## config.mk

```make
export PLATFORM = sky130hd
export DESIGN_NAME = snum_display_ctrl_flat
export DESIGN_NICKNAME = d
export VERILOG_FILES = /design/src/rtl/snum_display_pkg.sv /design/src/rtl/snum_display_ctrl_if.sv /design/src/rtl/snum_display_ctrl_sseg_glyph_encoder.sv /design/src/rtl/snum_display_ctrl.sv /design/src/flat_wrapper.sv
export SDC_FILE = /design/constraint.sdc
export NUM_CORES = 1
export LEC_CHECK = 0
export CELL_PAD_IN_SITES_DETAIL_PLACEMENT = 1
export CELL_PAD_IN_SITES_GLOBAL_PLACEMENT = 1
export CORE_ASPECT_RATIO = 1.25
export CORE_MARGIN = 2
export CORE_UTILIZATION = 46
export DETAILED_ROUTE_END_ITERATION = 8
export MAX_ROUTING_LAYER = met4
export PLACE_DENSITY_LB_ADDON = 0.1
export SETUP_SLACK_MARGIN = 0.4
export SLEW_MARGIN = 30
export SYNTH_ARGS = -nofsm -noshare
export SYNTH_HDL_FRONTEND = slang
export SYNTH_SLANG_ARGS = --single-unit
```

## constraint.sdc

```tcl
create_clock -name clk -period 2.5 [get_ports clk]
set_input_delay 0.75 -clock clk [delete_from_list [all_inputs] [get_ports clk]]
set_output_delay 0.75 -clock clk [all_outputs]
set_load 0.01 [all_outputs]
```

## src/rtl/snum_display_pkg.sv

```systemverilog
// snum_display_pkg: glyph codes, FSM states and sizes shared by the display controller
package snum_display_pkg;
  localparam int NUM_POS = 4;
  typedef logic [3:0] glyph_t;
  localparam glyph_t GLYPH_MINUS = 4'hA;
  localparam glyph_t GLYPH_BLANK = 4'hF;
  typedef enum logic [2:0] {S_IDLE, S_DIV, S_EMIT, S_SIGN, S_COMMIT} state_e;
  typedef glyph_t [NUM_POS-1:0] bank_t;
endpackage

```

## src/rtl/snum_display_ctrl_if.sv

```systemverilog
// snum_display_ctrl_if: value/sign load handshake and multiplexed display pins
interface snum_display_ctrl_if;
  logic       load;
  logic [7:0] value;
  logic       neg;
  logic       ready;
  logic [3:0] an;
  logic [6:0] segs;
  modport master (output load, value, neg, input ready, an, segs);
  modport slave (input load, value, neg, output ready, an, segs);
endinterface

```

## src/rtl/snum_display_ctrl_sseg_glyph_encoder.sv

```systemverilog
// sseg_glyph_encoder: glyph code to active-low segments a..g, unknown codes blank
module sseg_glyph_encoder
  import snum_display_pkg::*;
(
  input  glyph_t     glyph_i,
  output logic [6:0] segs_o
);
  always_comb begin
    case (glyph_i)
      4'd0:        segs_o = 7'h40;
      4'd1:        segs_o = 7'h79;
      4'd2:        segs_o = 7'h24;
      4'd3:        segs_o = 7'h30;
      4'd4:        segs_o = 7'h19;
      4'd5:        segs_o = 7'h12;
      4'd6:        segs_o = 7'h02;
      4'd7:        segs_o = 7'h78;
      4'd8:        segs_o = 7'h00;
      4'd9:        segs_o = 7'h10;
      GLYPH_MINUS: segs_o = 7'h3F;
      default:     segs_o = 7'h7F;
    endcase
  end
endmodule

```

## src/rtl/snum_display_ctrl.sv

```systemverilog
// snum_display_ctrl: iterative signed-decimal conversion into a shadow bank, atomic commit, 4-digit scan
module snum_display_ctrl
  import snum_display_pkg::*;
#(
  parameter int REFRESH_DIV = 50000
) (
  input logic clk,
  input logic reset,
  snum_display_ctrl_if.slave bus
);
  localparam int CW = $clog2(REFRESH_DIV);
  state_e         state_q;
  logic [7:0]     rem_q, quot_q;
  logic           sign_q, nz_q, ready_q;
  logic [1:0]     idx_q, scan_q;
  bank_t          shadow_q, committed_q, sign_bank_d;
  logic [CW-1:0]  cnt_q;
  logic [3:0]     an_q;
  logic [6:0]     segs_q, segs_d;
  glyph_t         glyph_d;
  // Positions above the last digit get the minus (if any) directly above, blanks beyond
  always_comb begin
    for (int i = 0; i < NUM_POS; i++)
      sign_bank_d[i] = (2'(i) > idx_q) ?
                       ((2'(i) == idx_q + 2'd1 && sign_q && nz_q) ? GLYPH_MINUS : GLYPH_BLANK) :
                       shadow_q[i];
  end
  always_ff @(posedge clk) begin
    if (reset) begin
      state_q     <= S_IDLE;
      rem_q       <= '0;
      quot_q      <= '0;
      sign_q      <= 1'b0;
      nz_q        <= 1'b0;
      idx_q       <= '0;
      ready_q     <= 1'b1;
      shadow_q    <= {NUM_POS{GLYPH_BLANK}};
      committed_q <= {NUM_POS{GLYPH_BLANK}};
    end else begin
      case (state_q)
        S_IDLE: if (bus.load && ready_q) begin
          rem_q   <= bus.value;
          quot_q  <= '0;
          sign_q  <= bus.neg;
          nz_q    <= |bus.value;
          idx_q   <= '0;
          ready_q <= 1'b0;
          state_q <= S_DIV;
        end
        S_DIV: if (rem_q >= 8'd10) begin
          rem_q  <= rem_q - 8'd10;
          quot_q <= quot_q + 8'd1;
        end else state_q <= S_EMIT;
        S_EMIT: begin
          shadow_q[idx_q] <= rem_q[3:0];
          if (quot_q == '0) state_q <= S_SIGN;
          else begin
            rem_q   <= quot_q;
            quot_q  <= '0;
            idx_q   <= idx_q + 2'd1;
            state_q <= S_DIV;
          end
        end
        S_SIGN: begin
          shadow_q <= sign_bank_d;
          state_q  <= S_COMMIT;
        end
        S_COMMIT: begin
          committed_q <= shadow_q;
          ready_q     <= 1'b1;
          state_q     <= S_IDLE;
        end
        default: state_q <= S_IDLE;
      endcase
    end
  end
  assign glyph_d = committed_q[scan_q];
  sseg_glyph_encoder u_enc (.glyph_i(glyph_d), .segs_o(segs_d));
  always_ff @(posedge clk) begin
    if (reset) begin
      cnt_q  <= '0;
      scan_q <= '0;
      an_q   <= 4'hF;
      segs_q <= 7'h7F;
    end else begin
      cnt_q  <= (cnt_q == CW'(REFRESH_DIV - 1)) ? '0 : cnt_q + 1'b1;
      scan_q <= (cnt_q == CW'(REFRESH_DIV - 1)) ? scan_q + 2'd1 : scan_q;
      an_q   <= (glyph_d == GLYPH_BLANK) ? 4'hF : ~(4'b0001 << scan_q);
      segs_q <= segs_d;
    end
  end
  assign bus.ready = ready_q;
  assign bus.an    = an_q;
  assign bus.segs  = segs_q;
endmodule
```

## src/flat_wrapper.sv

```systemverilog
// flat-port wrapper written by rule: the top's interface ports become plain ports
module snum_display_ctrl_flat import snum_display_pkg::*;
#(
  parameter int REFRESH_DIV = 50000
)
  (clk, reset, bus_load, bus_value, bus_neg, bus_ready, bus_an, bus_segs);
  snum_display_ctrl_if bus_i ();
  input logic clk;
  input logic reset;
  input wire logic [$bits(bus_i.load)-1:0] bus_load;
  input wire logic [$bits(bus_i.value)-1:0] bus_value;
  input wire logic [$bits(bus_i.neg)-1:0] bus_neg;
  output wire logic [$bits(bus_i.ready)-1:0] bus_ready;
  output wire logic [$bits(bus_i.an)-1:0] bus_an;
  output wire logic [$bits(bus_i.segs)-1:0] bus_segs;
  assign bus_i.load = bus_load;
  assign bus_i.value = bus_value;
  assign bus_i.neg = bus_neg;
  assign bus_ready = bus_i.ready;
  assign bus_an = bus_i.an;
  assign bus_segs = bus_i.segs;
  snum_display_ctrl #(.REFRESH_DIV(REFRESH_DIV)) u_core (.clk(clk), .reset(reset), .bus(bus_i));
endmodule
```

==> flow_summary.toml, run 1 <==
[floorplan]
fp.dieArea_um2 = 9820
core_region_area_um2 = 8750
boundaryPins = 24
chipWidth_um = 89.0
fp.dieH_um = 110
initial_core_util_pct = 47.5
rows = 38

[setup_path]
rrSetupSlack_ns = 0.54
crit_required_ns = 1.75
path_cells = "clkdlybuf4s50_1"
path_max_fanout = 4
worst_setup_path_start_kind = "flop"
r2r-end = "u_core.rem_q[2]"
critPathTopFamily = "buffers and inverters"
worstReg2RegStart = "u_core.quot_q[1]"
crit_buf_inv = 1
worst_path_max_delay_cell = "clkdlybuf4s50_1"
critPathKind = "flop to output port"
end_kind = "output port"
reg2reg_depth = 6
critPathArrivalTime_ns = 1.32
cp_slowest_stage_delay_ns = 0.56

[finish]
antenna_cells = 0
register_area_um2 = 1710
drive_gt1_share_pct = 10.1
multi_input_area_um2 = 2270
fillers = 1061
stdcell_count = 615
final_nets = 523
area_growth_pct = 13.4
final_cell_area_um2 = 4710

[yosys]
avgSynthCellArea_um2 = 8.79
synth_mux_area_share_pct = 3.88
synth_top_area_cell = "dfxtp_1"
synth-simple-area-share_pct = 24.4
synth_fa_ha_area_share_pct = 6.02
syn_nets = 505
synth_cells = 473
ys_seq_area_share_pct = 40.9
yosysWarnings = 0
synthArstFlopShare_pct = 0
ys_types = 66
synth_common_cells = "dfxtp_1, nand2_1, nor2_1"
synth_xor_area_share_pct = 3.16
netlist_top_cells_area = "dfxtp_1, nand2_1, ha_1"
synth_edf_count = 0
synth_flop_cell = "dfxtp_1"
yosys.cell_count.top_type = "dfxtp_1"
yosys_register_bits = 85
synthesis.area_um2 = 4160
synth_compound_area_share_pct = 17.2
synth_top_family_by_area = "simple AND/OR/NAND/NOR gates"
yosysTopAreaCellShare_pct = 40.9

[cts]
cts_htree_levels = 3
cts_buffer_depth = 2
cts.sinks = 85
clock-root-buffer = "clkbuf_8"
cts_made_buffers = 9
ctsHoldBuffers = 0
clk-insertion-delay-late_ns = 0.36
clk_pin_slew_ns = 0.08
cts_tree = "done"

[sta]
final-hold-violation-count = 0
fin_skew_ns = 0.00832
setup_viol = 0
slew_headroom_pct = 61.7
fmax_ghz = 0.482
fin_crit_sh_pct = 82.9
fin_setup_tns_ns = 0
layout_min_cycle_time_ns = 2.07
tightestPinTransition_ns = 0.573
drv_slew = 0
rsz0062_at_grt = "false"

[detailed_routing]
wl_per_cell_um = 17.0
routed_via_density = 5.75
first_iter_violations = 122
wirelength_um = 10500
drt_first_pass_iters = 4
drcViolationCount = 0
antenna_left = 0
dr_total_vias = 3535

[placement]
place_area_um2 = 4490
io_buffers = 23
gp_congestion = 0.888
dp.final_hpwl_um = 7540
dp.cells = 598

[global_route]
grt_max_degree = 27
grt_overflow_total = 0
grt_pass1_wl_um = 17700
grt_usage_pct = 23.9
antenna_found_initial = 0
grt_util_met3_pct = 2.90
grt_pass1_vias = 3660
busiest_layer = "met2"
met2_usage_pct = 39.1
grt_util_met1_pct = 29.4

[worst_hold_path]
hp-class = "flop to flop"
holdPathStages = 1
holdCritStartpoint = "u_core.cnt_q[0]"
holdPathEnd = "u_core.cnt_q[0]"

[job]
cap_violations = 0

[pwr]
p_leak_uw = 0.00183
powerDensity_nw_per_um2 = 836
ir_worst_vdd_mv = 0.475

[run_status]
status = "finished clean"
-- cell type report --
type / instances / area share, %
clock buffer: 14 / 3.45
clock inverter: 1 / 0.637
inverter: 15 / 1.19
multi-input combinational: 345 / 48.3
sequential: 85 / 36.2
tap: 120 / 3.19
timing repair buffer: 35 / 7.06
-- sequential cells by signal, indices dropped and copies added, names as in the netlist, 2 cells and up --
| name | flops |
|---|---|
| u_core.quot_q | 8 |
| u_core.rem_q | 8 |
| u_core.committed_q | 16 |
| u_core.bus.segs | 7 |
| u_core.cnt_q | 16 |
| u_core.shadow_q | 16 |
| u_core.bus.an | 4 |
| u_core.state_q | 3 |
| u_core.idx_q | 2 |
| u_core.scan_q | 2 |
-- what timing repair did --
item,CTS,global route
pin swaps,1,0
buffers inserted,2,0
gates resized for setup,1,3
setup endpoints to repair,2,8
endpoints found under the hold margin,0,0
-- cells by family after synthesis --
| family | after synthesis |
|---|---|
| AOI/OAI and AO/OA | 101 |
| muxes | 11 |
| and+or+nand+nor | 198 |
| DFF | 85 |
| xor gates and xnor gates | 15 |
| adders and majority gates | 20 |
| buffers and inverters | 43 |
-- power by group --
group	leakage (uW)	switching (uW)	total [uW]	internal, uW
Sequential	0.000691	186	1690	1500
Combinational	0.00104	729	1270	538
Clock	0.0000968	470	983	513
-- metrics by stage --
stage / util, % / hold WS [ns] / power, uW / worst slack (ns)
global placement: 51.3 / 0.426 / 2850 / 0.220
floorplan: - / 0.413 / 2550 / 0.724
global route: 53.9 / 0.474 / 4170 / 0.409
CTS: 53.8 / 0.457 / 3930 / 0.427
detailed placement: 51.3 / 0.440 / 2900 / 0.183
finish: 53.9 / 0.454 / 3940 / 0.427
-- metal layers --
metal  up-vias  part of all wire (%)
met5         -                     0
met4         0                   2.5
met3        21                   2.8
met2        58                    49
met1      1730                    45
li1       1726                     -
-- worst max path at each step --
stage | from | endpoint | slack [ns] | cells past startpoint
floorplan | reset | u_core.bus.ready | 0.72 | 5
global placement | bus_load | u_core.rem_q[2] | 0.22 | 5
detailed placement | bus_load | u_core.rem_q[2] | 0.18 | 5
CTS | u_core.bus.ready | bus_ready | 0.43 | 1
global route | u_core.scan_q[0] | u_core.bus.segs[0] | 0.41 | 4
finish | u_core.bus.ready | bus_ready | 0.43 | 1
-- cells in the final DEF, fill, tap and decap left out, types with 3 or more instances in the layout --
master / Yosys / routed
and2_1: 4 / 4
or3_1: 5 / 5
dfxtp_1: 85 / 82
nand3_1: 30 / 30
o21ai_0: 12 / 12
clkdlybuf4s50_1: 0 / 23
inv_1: 15 / 15
or3_2: 3 / 3
a211o_1: 5 / 4
xor2_1: 9 / 9
o211ai_1: 8 / 8
nor2b_1: 5 / 5
a21oi_1: 25 / 25
o31ai_1: 4 / 4
a31oi_1: 9 / 9
o21a_1: 5 / 5
and3_1: 6 / 6
buf_4: 1 / 11
nor4bb_1: 3 / 3
mux4_2: 4 / 4
o22ai_1: 3 / 3
clkbuf_8: 0 / 11
xnor2_1: 6 / 6
nand2_1: 70 / 70
nand4_1: 7 / 7
mux2i_1: 6 / 6
ha_1: 20 / 20
nor4_1: 5 / 5
a221oi_1: 6 / 6
clkbuf_1: 17 / 3
nor2_1: 32 / 32
dfxtp_2: 0 / 3
a22oi_1: 3 / 3
o32ai_1: 3 / 3
nor3_1: 9 / 9
No activity file was read; power rests on OpenSTA's default activity.
==> run 2: changes to the inputs <==
--- a/config.mk
+++ b/config.mk
@@ -9,7 +9,7 @@
 export CELL_PAD_IN_SITES_GLOBAL_PLACEMENT = 1
 export CORE_ASPECT_RATIO = 1.25
 export CORE_MARGIN = 2
-export CORE_UTILIZATION = 46
+export CORE_UTILIZATION = 41
 export DETAILED_ROUTE_END_ITERATION = 8
 export MAX_ROUTING_LAYER = met4
 export PLACE_DENSITY_LB_ADDON = 0.1
==> constraint.sdc (replaced) <==
create_clock -name clk -period 1.8 [get_ports clk]
set_input_delay 0.54 -clock clk [delete_from_list [all_inputs] [get_ports clk]]
set_output_delay 0.54 -clock clk [all_outputs]
set_load 0.01 [all_outputs]
==> flow_summary.toml, run 2 (synthesis gave the netlist of run 1 again) <==
[global_route]
grt_overflow_total = 0
grt_pass1_vias = 3917
grt_max_degree = 32
grt_pass1_wl_um = 20300
grt_usage_pct = 24.6
antenna_found_initial = 0

[finish]
fillers = 1083
final_cell_area_um2 = 6120
final_common_cell = "nand2_1"
drive_gt1_share_pct = 42.6
area_growth_pct = 47.3
stdcell_count = 695
final_cell_mix = "nand2_1, dfxtp_1, buf_4"
final_nets = 593
register_area_um2 = 1760
antenna_cells = 0
reg_top3 = "u_core.cnt_q x16, u_core.committed_q x16, u_core.shadow_q x16"
multi_input_area_um2 = 2900

[detailed_routing]
wl_met1_um = 5830
routed_via_density = 5.77
drcViolationCount = 0
wl_per_cell_um = 20.9
dr_total_vias = 4012
antenna_left = 0
wl_met2_um = 7810
first_iter_violations = 174
wirelength_um = 14500
highest_layer = "met4"
wl_met3_um = 477
drt_first_pass_iters = 4

[setup_path]
critPathKind = "flop to flop"
startpoint = "u_core.rem_q[6]"
reg2reg_depth = 5
worst_setup_path_start_kind = "flop"
end_kind = "flop"
cp_slowest_stage_delay_ns = 0.43
worstReg2RegStart = "u_core.rem_q[6]"
crit_buf_inv = 1
critPathArrivalTime_ns = 2.01
crit_required_ns = 2.07
crit_cells = 5
worst_path_max_delay_cell = "or3_4"
path_cells = "or3_4, o31ai_4, buf_4, nand3_1, a21oi_1"
critPathTopFamily = "compound AO/OA/AOI/OAI gates"
path_max_fanout = 7

[sta]
fin_skew_ns = 0.00608
final-hold-violation-count = 0
slew_headroom_pct = 68.5
tightestPinTransition_ns = 0.473
layout_min_cycle_time_ns = 1.74
rsz0062_at_grt = "true"
setup_viol = 0
fmax_ghz = 0.574
drv_slew = 0
fin_crit_sh_pct = 96.8
fin_setup_tns_ns = 0

[floorplan]
fp.dieH_um = 117
rows = 41
boundaryPins = 24
initial_core_util_pct = 41.6
fp.dieArea_um2 = 11000
chipWidth_um = 94.1
core_region_area_um2 = 10000

[worst_hold_path]
holdCritStartpoint = "u_core.cnt_q[0]"
hp-class = "flop to flop"
holdPathStages = 1

[cts]
cts_tree = "done"
clock-root-buffer = "clkbuf_16"
cts.sinks = 85
cts_made_buffers = 9
clk_pin_slew_ns = 0.06
cts_buffer_depth = 2
cts_htree_levels = 3
clk-insertion-delay-late_ns = 0.34

[run_status]
status = "finished clean"

[placement]
dp.cells = 639
io_buffers = 23
place_area_um2 = 4840
gp_congestion = 0.837
dp.final_hpwl_um = 8110

[pwr]
powerDensity_nw_per_um2 = 1220
p_leak_uw = 0.00235
ir_worst_vdd_mv = 0.641

[job]
cap_violations = 0
## run 2: changes by cell type in the layout (fill, tap and decap cells not counted), sizes merged
cell | before | now
buf | 12 | 93
clkdlybuf4s50 | 23 | 5
clkinv | 0 | 1
dlygate4sd2 | 0 | 3
dlymetal6s2s | 0 | 3
o31ai | 5 | 6
## run 2: layout make-up
cell class	instances	share of cell area (%)
Timing Repair Buffer	104	14.9
Multi-Input combinational cell	346	47.4
Clock buffer	14	4.64
Tap cell	129	2.64
Clock inverter	2	0.633
Sequential cell	85	28.7
Inverter	15	1.08
## run 2: worst paths after layout
check                           slack (ns)                to
worst max-delay path                  0.06  u_core.quot_q[1]
worst min-delay path                  0.46   u_core.cnt_q[0]
worst max register to register        0.06  u_core.quot_q[1]
worst min register to register        0.46   u_core.cnt_q[0]
## run 2: where the power goes
group	switching, uW	internal (uW)	leakage (uW)
Combinational	1610	1470	0.00149
Clock	784	1230	0.000159
Sequential	280	2100	0.000706
## run 2: worst register-to-register path, cell delays in order (launching register included)
cell and delay (ns):
dfxtp_2 0.33, or3_4 0.43, o31ai_4 0.42, buf_4 0.24, nand3_1 0.11, a21oi_1 0.14
## run 2: what timing repair did
| action | CTS | global route |
|---|---|---|
| buffers inserted | 25 | 13 |
| setup endpoints to repair | 94 | 82 |
| pin swaps | 21 | 25 |
| gates resized for setup | 122 | 90 |
| gates cloned | 1 | 1 |
| hold buffers | 0 | 0 |
## run 2: per-stage QoR
stage	power, uW	util, %	hold WS, ns	setup WS (ns)
global route	7790	61.2	0.474	0.0248
global placement	4330	48.4	0.429	-0.280
floorplan	3710	-	0.413	0.219
CTS	6870	56.1	0.423	0.130
detailed placement	4380	48.4	0.439	-0.305
finish	7480	61.2	0.460	0.0579
## run 2: metal layers
metal  track usage [%]  vias to the layer above
met5                 -                        -
met4              8.70                        0
met3              4.26                       28
met2              41.0                       81
met1              30.0                     2027
li1                  -                     1876
